<file path="src/rtl/spi_slave.sv">
// SPI mode-0 target: oversampled SCK/MOSI/SS, byte deserialiser on MOSI and
// a one-entry transmit buffer feeding the MISO shifter.
module spi_slave #(
  parameter int         SYNC_STAGES = 2,
  parameter logic [7:0] IDLE_BYTE   = 8'hFF
) (
  input  logic       i_clk,
  input  logic       i_rst,
  input  logic       i_spi_sck,
  input  logic       i_spi_mosi,
  input  logic       i_spi_ss,
  output logic       o_spi_miso,
  output logic [7:0] o_rx_data,
  output logic       o_rx_valid,
  input  logic [7:0] i_tx_data,
  input  logic       i_tx_valid,
  output logic       o_tx_ready,
  output logic       o_tx_underrun,
  output logic       o_busy
);

  typedef enum logic {S_IDLE, S_ACTIVE} state_t;

  logic [SYNC_STAGES-1:0] r_sck_sync, r_mosi_sync, r_ss_sync;
  logic       r_sck_d, r_ss_d;
  state_t     r_state, w_state_nxt;
  logic [7:0] r_tx_shift, r_rx_shift, r_rx_data, r_buf;
  logic [2:0] r_bit_cnt;
  logic       r_byte_done, r_buf_full, r_miso, r_rx_valid, r_tx_underrun;
  logic       w_sck, w_mosi, w_ss;
  logic       w_sck_rise, w_sck_fall, w_ss_fall, w_ss_rise;
  logic       w_load, w_write;
  logic [7:0] w_load_byte;

  // Presets match an idle bus so reset release never looks like an edge.
  always_ff @(posedge i_clk or posedge i_rst) begin
    if (i_rst) begin
      r_sck_sync  <= '0;
      r_mosi_sync <= '1;
      r_ss_sync   <= '1;
      r_sck_d     <= 1'b0;
      r_ss_d      <= 1'b1;
    end else begin
      r_sck_sync  <= {r_sck_sync[SYNC_STAGES-2:0], i_spi_sck};
      r_mosi_sync <= {r_mosi_sync[SYNC_STAGES-2:0], i_spi_mosi};
      r_ss_sync   <= {r_ss_sync[SYNC_STAGES-2:0], i_spi_ss};
      r_sck_d     <= w_sck;
      r_ss_d      <= w_ss;
    end
  end

  assign w_sck      = r_sck_sync[SYNC_STAGES-1];
  assign w_mosi     = r_mosi_sync[SYNC_STAGES-1];
  assign w_ss       = r_ss_sync[SYNC_STAGES-1];
  assign w_sck_rise = w_sck & ~r_sck_d & ~w_ss;
  assign w_sck_fall = ~w_sck & r_sck_d & ~w_ss;
  assign w_ss_fall  = ~w_ss & r_ss_d;
  assign w_ss_rise  = w_ss & ~r_ss_d;

  assign w_write     = i_tx_valid & ~r_buf_full;
  assign w_load_byte = r_buf_full ? r_buf : IDLE_BYTE;

  always_ff @(posedge i_clk or posedge i_rst) begin
    if (i_rst) r_state <= S_IDLE;
    else       r_state <= w_state_nxt;
  end

  always_comb begin
    w_state_nxt = r_state;
    w_load      = 1'b0;
    case (r_state)
      S_IDLE: begin
        if (w_ss_fall) begin
          w_state_nxt = S_ACTIVE;
          w_load      = 1'b1;
        end
      end
      S_ACTIVE: begin
        if (w_ss_rise)                      w_state_nxt = S_IDLE;
        else if (w_sck_fall && r_byte_done) w_load      = 1'b1;
      end
      default: w_state_nxt = S_IDLE;
    endcase
  end

  always_ff @(posedge i_clk or posedge i_rst) begin
    if (i_rst) begin
      r_tx_shift    <= '0;
      r_rx_shift    <= '0;
      r_rx_data     <= '0;
      r_buf         <= '0;
      r_bit_cnt     <= '0;
      r_byte_done   <= 1'b0;
      r_buf_full    <= 1'b0;
      r_miso        <= 1'b1;
      r_rx_valid    <= 1'b0;
      r_tx_underrun <= 1'b0;
    end else begin
      r_rx_valid    <= 1'b0;
      r_tx_underrun <= 1'b0;
      if (w_write) begin
        r_buf      <= i_tx_data;
        r_buf_full <= 1'b1;
      end
      // A load that coincides with a write sees an empty buffer; the written
      // byte stays parked for the next slot.
      if (w_state_nxt == S_IDLE) begin
        r_miso      <= 1'b1;
        r_bit_cnt   <= '0;
        r_byte_done <= 1'b0;
      end else if (w_load) begin
        r_tx_shift  <= w_load_byte;
        r_miso      <= w_load_byte[7];
        r_byte_done <= 1'b0;
        if (r_buf_full) r_buf_full    <= 1'b0;
        else            r_tx_underrun <= 1'b1;
      end else if (w_sck_fall) begin
        r_tx_shift <= {r_tx_shift[6:0], 1'b0};
        r_miso     <= r_tx_shift[6];
      end
      if (r_state == S_ACTIVE && w_sck_rise) begin
        r_rx_shift <= {r_rx_shift[6:0], w_mosi};
        r_bit_cnt  <= r_bit_cnt + 3'd1;
        if (r_bit_cnt == 3'd7) begin
          r_rx_data   <= {r_rx_shift[6:0], w_mosi};
          r_rx_valid  <= 1'b1;
          r_byte_done <= 1'b1;
        end
      end
    end
  end

  assign o_spi_miso    = r_miso;
  assign o_rx_data     = r_rx_data;
  assign o_rx_valid    = r_rx_valid;
  assign o_tx_ready    = ~r_buf_full;
  assign o_tx_underrun = r_tx_underrun;
  assign o_busy        = ~w_ss;

endmodule

</file>
<file path="config.mk">
export PLATFORM = sky130hd
export DESIGN_NAME = spi_slave
export DESIGN_NICKNAME = d
export VERILOG_FILES = /design/src/rtl/spi_slave.sv
export SDC_FILE = /design/constraint.sdc
export NUM_CORES = 1
export LEC_CHECK = 0
export BUFFER_PORTS_ARGS = -buffer_cell sky130_fd_sc_hd__buf_2
export CAP_MARGIN = 20
export CORE_MARGIN = 5
export CORE_UTILIZATION = 40
export CTS_CLUSTER_DIAMETER = 40
export CTS_CLUSTER_SIZE = 8
export DETAILED_ROUTE_END_ITERATION = 16
export PLACE_DENSITY = 0.59
export SYNTH_ARGS = -nofsm -noshare
export SYNTH_HDL_FRONTEND = slang
export SYNTH_SLANG_ARGS = --single-unit
</file>
<file path="constraint.sdc">
create_clock -name i_clk -period 3.85 [get_ports i_clk]
set_input_delay 0.77 -clock i_clk [delete_from_list [all_inputs] [get_ports i_clk]]
set_output_delay 0.77 -clock i_clk [all_outputs]
set_load 0.01 [all_outputs]
</file>
==> impl_results.md, run 1 <==
- Util after Layout: 47.6%
- Worst-Skew Late Latency: 0.29 ns
- Commonest non-fill, non-tap cell in the layout: dfrtp_1
- CP endpoint kind: output port
- Area of the core: 4380 um2
- Final period util: 48.6%
- Reg2Reg Setup Slack: 2.31 ns
- Cell count after synthesis: 133
- Hold path endpoint: r_sck_sync[1]$_DFF_PP0_
- Most frequent cells in the layout: dfrtp_1 (41), buf_2 (26), mux2_2 (15)
- Worst IR drop on VDD: 340 uV
- Critical path type: register to output port
- Detailed Route Iter0 Violations: 41
- CTS buffer count: 5
- CTS tree: yes
- Starting Density: 41.4%
- Net Count, Synth: 149
- Hpwl dp: 2400 um
- Sequential share of the synthesized area: 65.2%
- # port buffers: 26
- GRT Total Usage: 11.9%
- Post-route cell area: 2090 um2
- Worst hold start: r_sck_sync[0]$_DFF_PP0_
- R2R cell count: 3
- # DRC: 0
- Rows: 24
- Worst-Margin Slew: 0.686 ns
- Synth cell types: 29
- Syn_area_per_cell: 13.7 um2
- H-tree lvl count: 2
- WP data required: 3.08 ns
- Cts hold-fix bufs: 0
- Main flop type after synthesis: dfrtp_1
- Chip Height: 77.4 um
- Clock-pin slew on the worst setup and hold paths: 0.08 ns
- Longest Clk Path Bufs: 2
- Largest net degree at the start of global routing: 34
- WL/cell: 14.8 um
- N_diodes: 0
- Final setup viols: 0
- Synth Area in Simple Gates: 10.2%
- Outcome: finished, final reports clean
- Hold depth: 0
- Antenna Violating Nets Remaining: 0
- Post-CTS Resized: 0
- Area after DPL: 2010 um2
- Max Cap Viol: 0
- Tmin final: 1.87 ns
- XOR/XNOR Fraction of Synth Area: 0%
- Share of cells above drive strength 1: 34.3%
- Initial antenna violation count: 0
- RR Startpoint: r_ss_sync[1]$_DFF_PP1_
- DR vias: 1090
- Crit Path Max Fanout: 6
- Top-area cell type share of the netlist area: 56.5%
- Final Max Slew Viols: 0
- Largest family of logic cells by synthesized area: multiplexers
- YS warnings: 0
- Power Density: 526 nW/um2
- Clock sinks: 47
- CP Data Arrival Time: 1.10 ns
- Setup TNS: 0 ns
- Synthesis-stage register bit count: 47
- EDFF count, synth: 0
- RSZ-0062 raised after global routing: false
- Fraction of registers with async set/reset: 100%
- Worst reg2reg endpoint: o_rx_data[4]$_DFFE_PP0P_
- Post-Syn Area: 1820 um2
- Routed wire length: 3220 um
- FMAX: 535 MHz
- Hold Path Class: register to register
- Leakage: 1.01 nW
- Area Overhead vs Synth: 14.9%
- Die Width: 77.4 um
- Global-route wire length before repair: 5660 um
- Crit path launch type: register
- Synth area leader: dfrtp_1
- Endpoints failing hold: 0
- Fin worst setup slack: 1.98 ns
- Die area: 5990 um2
- Vias per cell: 5.00
- Mux cell area share after synthesis: 14.3%
- Final net count: 181
- Slew margin rel.: 54.2%
- Post-CTS setup buffers: 0
- GRT Residual Overflow: 0
- Clock root cell: clkbuf_8
- Setup WS pre-CTS: 1.88 ns
- GPL Wtd Cong: 0.794
- Vias in the first global route: 1180
- Final Power: 1.10 mW
- Area contributors post-synth: dfrtp_1 (56%), mux2_2 (9.3%), dfstp_2 (8.7%)
- Adder-cell share of the synthesized area: 1.93%
- Clk_skew: 0.00722 ns
- Io pins: 27
- Compound-cell area share of the yosys netlist: 6.75%
- 1st-pass router iterations: 4
## cell families (layout without fill, tap and decap cells)
family                   Yosys count  in the layout
AND/OR/NAND/NOR                   33             33
AO/OA/AOI/OAI                     20             20
multiplexers                      23             23
buffers and inverters              7             40
flip-flops                        47             47
adder cells (fa/ha/maj)            3              3
## report_power, final
group | switching [mW] | internal (mW)
Sequential | 0.0648 | 0.591
Combinational | 0.0728 | 0.0937
Clock | 0.149 | 0.128
Total | 0.286 | 0.812
## worst max-delay path, stage by stage, from the launching register on
cell	delay [ns]
dfstp_2	0.58
inv_1	0.09
buf_2	0.14
## area by class of cell
cell class | instances | area (um2)
Fill cell | 413 | 2300
Sequential cell | 47 | 1180
Multi-Input combinational cell | 79 | 602
Timing Repair Buffer | 27 | 138
Clock buffer | 7 | 76.3
Tap cell | 52 | 65.1
Inverter | 5 | 18.8
Clock inverter | 1 | 5.00
## metal layers
layer	wire length, um	track usage [%]	vias up
met4	17	3.61	0
li1	-	-	527
met1	1490	15.8	538
met3	179	4.75	2
met5	0	0	-
met2	1530	18.0	23
## state kept, by name (all words and copies together), names as in the netlist
register,cells
o_rx_data,8
o_rx_valid,1
o_spi_miso,1
o_tx_underrun,1
r_bit_cnt,3
r_buf,8
r_buf_full,1
r_byte_done,1
r_mosi_sync,2
r_rx_shift,7
r_sck_d,1
r_sck_sync,2
r_ss_d,1
r_ss_sync,2
r_state,1
r_tx_shift,7
## cells in the mapped netlist, drive strengths merged (2+ instances only)
library cell and count:
dfrtp 41, mux2 23, nand2 8, nor2 7, o22ai 7, dfstp 6, nor3 6, o21ai 6
inv 5, nor2b 4, a21oi 2, and2 2, buf 2, ha 2, nand2b 2
## worst max path at each step
stage | startpoint | endpoint | slack (ns) | cells after the start
2_1_floorplan | i_rst | o_rx_data[0]$_DFFE_PP0P_ | 1.97 | 1
3_3_place_gp | i_tx_valid | r_buf[6]$_DFFE_PP0P_ | 1.94 | 3
3_5_place_dp | i_tx_valid | r_buf[7]$_DFFE_PP0P_ | 1.88 | 3
4_1_cts | r_ss_sync[1]$_DFF_PP1_ | o_busy | 1.97 | 2
5_1_grt | r_ss_sync[1]$_DFF_PP1_ | o_busy | 1.91 | 2
6_report | r_ss_sync[1]$_DFF_PP1_ | o_busy | 1.98 | 2
## through the flow
stage | cells | hold slack, ns
6_report | 218 | 0.358
5_1_grt | 218 | 0.366
4_1_cts | 218 | 0.359
3_3_place_gp | 210 | 0.335
2_1_floorplan | 133 | 0.331
3_5_place_dp | 210 | 0.341
Note: power is estimated with default switching activity, not from simulation.
==> inputs of run 2 (changes only) <==
--- a/config.mk
+++ b/config.mk
@@ -5,6 +5,7 @@
 export SDC_FILE = /design/constraint.sdc
 export NUM_CORES = 1
 export LEC_CHECK = 0
+export ABC_AREA = 1
 export BUFFER_PORTS_ARGS = -buffer_cell sky130_fd_sc_hd__buf_2
 export CAP_MARGIN = 20
 export CORE_MARGIN = 5
==> constraint.sdc (replaced) <==
create_clock -name i_clk -period 1.75 [get_ports i_clk]
set_input_delay 0.35 -clock i_clk [delete_from_list [all_inputs] [get_ports i_clk]]
set_output_delay 0.35 -clock i_clk [all_outputs]
set_load 0.01 [all_outputs]
==> impl_results.md, run 2 <==
- FMAX: 706 MHz
- Global-route wire length before repair: 5750 um (+1.7%)
- N_diodes: 0 (unchanged)
- Slew margin rel.: 82.8% (+29 points)
- Max Cap Viol: 0 (unchanged)
- Vias in the first global route: 1226 (+3.9%)
- Main flop type after synthesis: dfrtp_1
- WP data required: 1.40 ns (-1.68 ns)
- Outcome: finished, final reports clean
- Met3 wire length: 148 um (-17%)
- Net Count, Synth: 203 (+36%)
- Top-count cell post-synth: nand2_1
- Worst IR drop on VDD: 581 uV (+71%)
- Clock power share: 23.2% (-1.9 points)
- Sequential share of the synthesized area: 61.5% (-3.7 points)
- Hpwl dp: 2260 um (-5.8%)
- Clock root cell: clkbuf_8
- Die Width: 79.4 um (+2.6%)
- Detailed Route Iter0 Violations: 73 (+78%)
- Area contributors post-synth: dfrtp_1 (53%), nand2_1 (9.7%), dfstp_2 (8.2%)
- Area of the core: 4690 um2 (+7.0%)
- Sequential share of power: 55.4% (-4.3 points)
- Synth area leader: dfrtp_1
- Longest Clk Path Bufs: 2 (unchanged)
- Setup TNS: 0 ns (unchanged)
- Reg2Reg Setup Slack: 0.35 ns (-1.96 ns)
- Final setup viols: 0 (unchanged)
- Top-area cell type share of the netlist area: 53.3% (-3.2 points)
- Post-CTS Resized: 0 (unchanged)
- DR vias: 1232 (+13%)
- Post-CTS setup buffers: 0 (unchanged)
- Fill cells: 462 (+12%)
- CP Data Arrival Time: 1.07 ns (-0.03 ns)
- H-tree lvl count: 2 (unchanged)
- Final period util: 81.0%
- Antenna Violating Nets Remaining: 0 (unchanged)
- Final Max Slew Viols: 0 (unchanged)
- GRT Total Usage: 11.9% (+0.044 points)
- WL/cell: 11.7 um (-21%)
- Crit Path Max Fanout: 4 (-2)
- Crit path launch type: register
- Starting Density: 41.0% (-0.40 points)
- Seq. cell area: 1180 um2 (unchanged)
- Synthesis-stage register bit count: 47 (unchanged)
- GPL Wtd Cong: 0.716 (-9.9%)
- # DRC: 0 (unchanged)
- Chip Height: 79.4 um (+2.6%)
- Routed wire length: 3200 um (-0.78%)
- Rows: 25 (+4.2%)
- Critical path type: register to output port
- R2R cell count: 7 (+4)
- YS warnings: 0 (unchanged)
- Logic pwr share: 21.5% (+6.3 points)
- CP endpoint kind: output port
- Clock sinks: 47 (unchanged)
- Share of cells above drive strength 1: 30.0% (-4.3 points)
- Post-Syn Area: 1930 um2 (+6.0%)
- Tmin final: 1.42 ns
- Hold Path Class: input pin to asynchronous set/reset pin
- Met1 wire length: 1600 um (+7.4%)
- Worst-Margin Slew: 0.259 ns (-0.428 ns)
- CTS buffer count: 5 (unchanged)
- Die area: 6300 um2 (+5.2%)
- Final net count: 235 (+30%)
- Clk_skew: 0.00530 ns (-0.00192 ns)
- Switching part of the total: 29.2% (+3.1 points)
- Worst reg2reg endpoint: o_rx_data[7]$_DFFE_PP0P_
- Power Density: 1200 nW/um2 (+130%)
- RR Startpoint: r_ss_sync[1]$_DFF_PP1_
- Fraction of registers with async set/reset: 100% (unchanged)
- Cts hold-fix bufs: 0 (unchanged)
- RSZ-0062 raised after global routing: false
- Most instantiated cells after synthesis: nand2_1 (50), dfrtp_1 (41), nand3_1 (20), inv_1 (19), nor2_1 (10)
- Io pins: 27 (unchanged)
- Routed met2 length: 1420 um (-7.7%)
- # port buffers: 26 (unchanged)
- Initial antenna violation count: 0 (unchanged)
- Synth cell types: 18 (-38%)
- Most frequent cells in the layout: nand2_1 (50), dfrtp_1 (41), buf_2 (26)
- Largest net degree at the start of global routing: 48 (+41%)
- Vias per cell: 4.50 (-10%)
- CTS tree: yes
- Leakage: 1.16 nW (+16%)
- Clock-pin slew on the worst setup and hold paths: 0.08 ns (about the same)
- Endpoints failing hold: 0 (unchanged)
- GRT Residual Overflow: 0 (unchanged)
- Internal power: 1.87 mW (+130%)
- 1st-pass router iterations: 4 (unchanged)
- Syn_area_per_cell: 10.3 um2 (-25%)
- Worst-Skew Late Latency: 0.29 ns (about the same)
- Util after Layout: 47.0% (-0.64 points)
- EDFF count, synth: 0 (unchanged)
- Area Overhead vs Synth: 14.5%
- Max layer used: met4
- Commonest non-fill, non-tap cell in the layout: nand2_1
- Cell count after synthesis: 187 (+41%)
- Multi-input logic area: 632 um2 (+5.0%)
- Reported net switching power: 0.771 mW (+170%)
-- run 2: changes by cell type after synthesis, moves of 6 or more --
cell and change:
o22ai_1 -7, mux2_1 -8, nor3_1 -6, nand3_1 +19
inv_1 +14, o21ai_2 +8, mux2_2 -7, nand2_1 +43
-- run 2: per-stage QoR --
step,cell area (um2),setup slack (ns),power [mW],hold WS (ns),instances
after global routing,2200,0.203,2.86,0.106,274
after CTS,2200,0.321,2.68,0.0815,274
after floorplan,1930,0.294,1.91,0.331,187
after global placement,2120,0.390,2.06,0.335,266
final,2200,0.333,2.64,0.0747,274
after detailed placement,2120,0.352,2.06,0.340,266
-- run 2: layout make-up --
| class | count | area share [%] |
|---|---|---|
| clock buffer | 7 | 3.46 |
| clock inverter | 1 | 0.227 |
| inverter | 22 | 3.75 |
| multi-input combinational | 115 | 28.7 |
| sequential | 47 | 53.7 |
| tap | 54 | 3.06 |
| timing repair buffer | 28 | 7.15 |
-- run 2: worst max-delay path, cell delays in order, from the launching register on --
cell and delay (ns):
dfstp_2 0.56, inv_2 0.07, buf_2 0.14
-- run 2: logic make-up (layout without fill, tap and decap cells) --
logic type | count (synthesis) | after routing | synth area share [%]
compound gates | 17 | 17 | 5.98
fa+ha+maj | 2 | 2 | 1.30
buf+inv | 25 | 58 | 5.72
flops | 47 | 47 | 61.5
mux | 8 | 8 | 4.68
simple gates | 88 | 88 | 20.9
-- run 2: metal layers --
metal  track usage (%)  vias up
met5                 0        -
met4              4.64        0
met3              4.74        3
met1              16.6      553
met2              16.6       20
li1                  -      656
-- run 2: worst max-delay path by stage --
stage	startpoint	endpoint	slack, ns	cells after the start
after floorplan	i_rst	o_rx_data[0]$_DFFE_PP0P_	0.29	1
after global placement	r_ss_sync[1]$_DFF_PP1_	o_rx_data[7]$_DFFE_PP0P_	0.39	7
after detailed placement	r_ss_sync[1]$_DFF_PP1_	o_rx_data[7]$_DFFE_PP0P_	0.35	7
after CTS	r_ss_sync[1]$_DFF_PP1_	o_busy	0.32	2
after global routing	r_ss_sync[1]$_DFF_PP1_	o_rx_data[7]$_DFFE_PP0P_	0.20	7
final	r_ss_sync[1]$_DFF_PP1_	o_busy	0.33	2
-- run 2: power groups by stage --
stage               sequential, mW  clock [mW]  combinational [mW]
detailed placement            1.48           0               0.578
finish                        1.46       0.612               0.567
CTS                           1.46       0.644               0.577
global route                  1.50       0.695               0.666
floorplan                     1.45           0               0.462
global placement              1.48           0               0.576
==> inputs of run 3 (changes only) <==
==> constraint.sdc (replaced) <==
create_clock -name i_clk -period 1.5 [get_ports i_clk]
set_input_delay 0.3 -clock i_clk [delete_from_list [all_inputs] [get_ports i_clk]]
set_output_delay 0.3 -clock i_clk [all_outputs]
set_load 0.01 [all_outputs]
==> impl_results.md, run 3 (synthesis gave the netlist of run 2 again) <==
- Outcome: finished, final reports clean
- Busiest grt layer: met2
- Routed wire length: 3300 um (+3.3%)
- Setup TNS: 0 ns (unchanged)
- Final period util: 93.2%
- RSZ-0062 raised after global routing: false
- CTS buffer count: 5 (unchanged)
- H-tree lvl count: 2 (unchanged)
- Hold Path Class: input pin to register
- Slew margin rel.: 78.5% (-4.2 points)
- Endpoints failing hold: 0 (unchanged)
- FMAX: 715 MHz
- Area of the core: 4690 um2 (unchanged)
- Crit Path Max Fanout: 4 (unchanged)
- Initial antenna violation count: 0 (unchanged)
- Io pins: 27 (unchanged)
- CP endpoint kind: output port
- Post-CTS Resized: 0 (unchanged)
- Met2 GRT Util: 19.0% (+2.4 points)
- GRT Residual Overflow: 0 (unchanged)
- Area Overhead vs Synth: 15.6%
- # port buffers: 26 (unchanged)
- # DRC: 0 (unchanged)
- Crit path launch type: register
- N_diodes: 0 (unchanged)
- Met3 Resource Use GR: 3.84% (-0.90 points)
- Clk_skew: 0.00719 ns (+0.00190 ns)
- Rows: 25 (unchanged)
- Final Max Slew Viols: 0 (unchanged)
- Commonest non-fill, non-tap cell in the layout: nand2_1
- Hpwl dp: 2370 um (+4.8%)
- Clock sinks: 47 (unchanged)
- Worst-Margin Slew: 0.321 ns (+0.0626 ns)
- Clock root cell: clkbuf_8
- Critical path type: register to output port
- Chip Height: 79.4 um (unchanged)
- Worst IR drop on VDD: 774 uV (+33%)
- Post-CTS setup buffers: 0 (unchanged)
- Leakage: 1.17 nW (+0.63%)
- Worst-Skew Late Latency: 0.30 ns (about the same)
- Detailed Route Iter0 Violations: 57 (-22%)
- Global-route wire length before repair: 5870 um (+1.9%)
- GPL Wtd Cong: 0.748 (+4.6%)
- Final setup viols: 0 (unchanged)
- CTS tree: yes
- WP data required: 1.20 ns (-0.20 ns)
- Multi-input logic area: 632 um2 (unchanged)
- Starting Density: 41.0% (unchanged)
- Antenna Violating Nets Remaining: 0 (unchanged)
- Tmin final: 1.40 ns
- Most frequent cells in the layout: nand2_1 (50), dfrtp_1 (41), buf_2 (26)
- DR vias: 1274 (+3.4%)
- Longest Clk Path Bufs: 2 (unchanged)
- Share of cells above drive strength 1: 30.6% (+0.63 points)
- Seq. cell area: 1180 um2 (unchanged)
- Die area: 6300 um2 (unchanged)
- Vias per cell: 4.62 (+2.7%)
- WL/cell: 12.0 um (+2.5%)
- Die Width: 79.4 um (unchanged)
- Met1 GRT Util: 15.4% (-1.2 points)
- Util after Layout: 47.4% (+0.45 points)
- Final net count: 237 (+0.85%)
- Clock-pin slew on the worst setup and hold paths: 0.09 ns (about the same)
- Max Cap Viol: 0 (unchanged)
- GRT Total Usage: 12.2% (+0.25 points)
- Power Density: 1400 nW/um2 (+17%)
- CP Data Arrival Time: 1.10 ns (+0.03 ns)
- Fill cells: 463 (+0.22%)
- Largest net degree at the start of global routing: 35 (-27%)
- 1st-pass router iterations: 4 (unchanged)
- Vias in the first global route: 1283 (+4.6%)
[run 3: cell types whose count changed in the layout (fill, tap and decap cells not counted)]
cell,delta
clkbuf_1,-1
dlygate4sd3_1,+1
buf_4,+1
clkinvlp_4,+1
[run 3: routing by layer]
layer / share of wire, % / wire length (um) / up-vias
li1: - / - / 664
met4: 2.1 / 68 / 0
met2: 46 / 1520 / 15
met5: 0 / 0 / -
met3: 3.4 / 111 / 6
met1: 49 / 1610 / 589
[run 3: power breakdown]
part / internal [mW] / switching [mW] / leakage [nW] / total, mW
Combinational: 0.306 / 0.370 / 0.540 / 0.675
Sequential: 1.55 / 0.150 / 0.591 / 1.70
Clock: 0.326 / 0.409 / 0.0412 / 0.735
Total: 2.19 / 0.929 / 1.17 / 3.11
[run 3: path summary, 6_finish.rpt]
| kind | start | endpoint | slack (ns) | cells after the start |
|---|---|---|---|---|
| min in group asynchronous | i_rst | r_buf[0]$_DFFE_PP0P_ | 0.50 | 3 |
| max | r_ss_sync[1]$_DFF_PP1_ | o_busy | 0.10 | 2 |
| max reg2reg | r_ss_sync[1]$_DFF_PP1_ | r_byte_done$_DFF_PP0_ | 0.13 | 6 |
| min reg2reg | r_sck_sync[0]$_DFF_PP0_ | r_sck_sync[1]$_DFF_PP0_ | 0.36 | 0 |
| min | i_spi_mosi | r_mosi_sync[0]$_DFF_PP1_ | 0.1 | 1 |
| max in group asynchronous | i_rst | r_ss_sync[1]$_DFF_PP1_ | 0.46 | 4 |
[run 3: layout make-up]
cell class | count | area share (%)
Clock buffer | 6 | 3.26
Clock inverter | 2 | 0.562
Inverter | 22 | 3.71
Multi-Input combinational cell | 115 | 28.4
Sequential cell | 47 | 53.2
Tap cell | 54 | 3.04
Timing Repair Buffer | 30 | 7.87
[run 3: what timing repair did]
action,4_1_cts,5_1_grt
endpoints found under the hold margin,13,0
setup endpoints to repair,0,0
hold buffers,1,0
[run 3: per-stage QoR]
| step | instances | cell area (um2) | setup WS (ns) | power (mW) | hold slack, ns |
|---|---|---|---|---|---|
| finish | 276 | 2230 | 0.102 | 3.11 | 0.0976 |
| floorplan | 187 | 1930 | 0.0938 | 2.23 | 0.304 |
| global placement | 267 | 2130 | 0.164 | 2.40 | 0.277 |
| CTS | 276 | 2230 | 0.0832 | 3.16 | 0.0821 |
| global route | 276 | 2230 | 0.0225 | 3.35 | 0.0782 |
| detailed placement | 267 | 2130 | 0.151 | 2.41 | 0.276 |
[run 3: worst max-delay path, stage by stage (launching register included)]
cell	delay, ns
dfstp_2	0.58
inv_2	0.08
buf_2	0.15
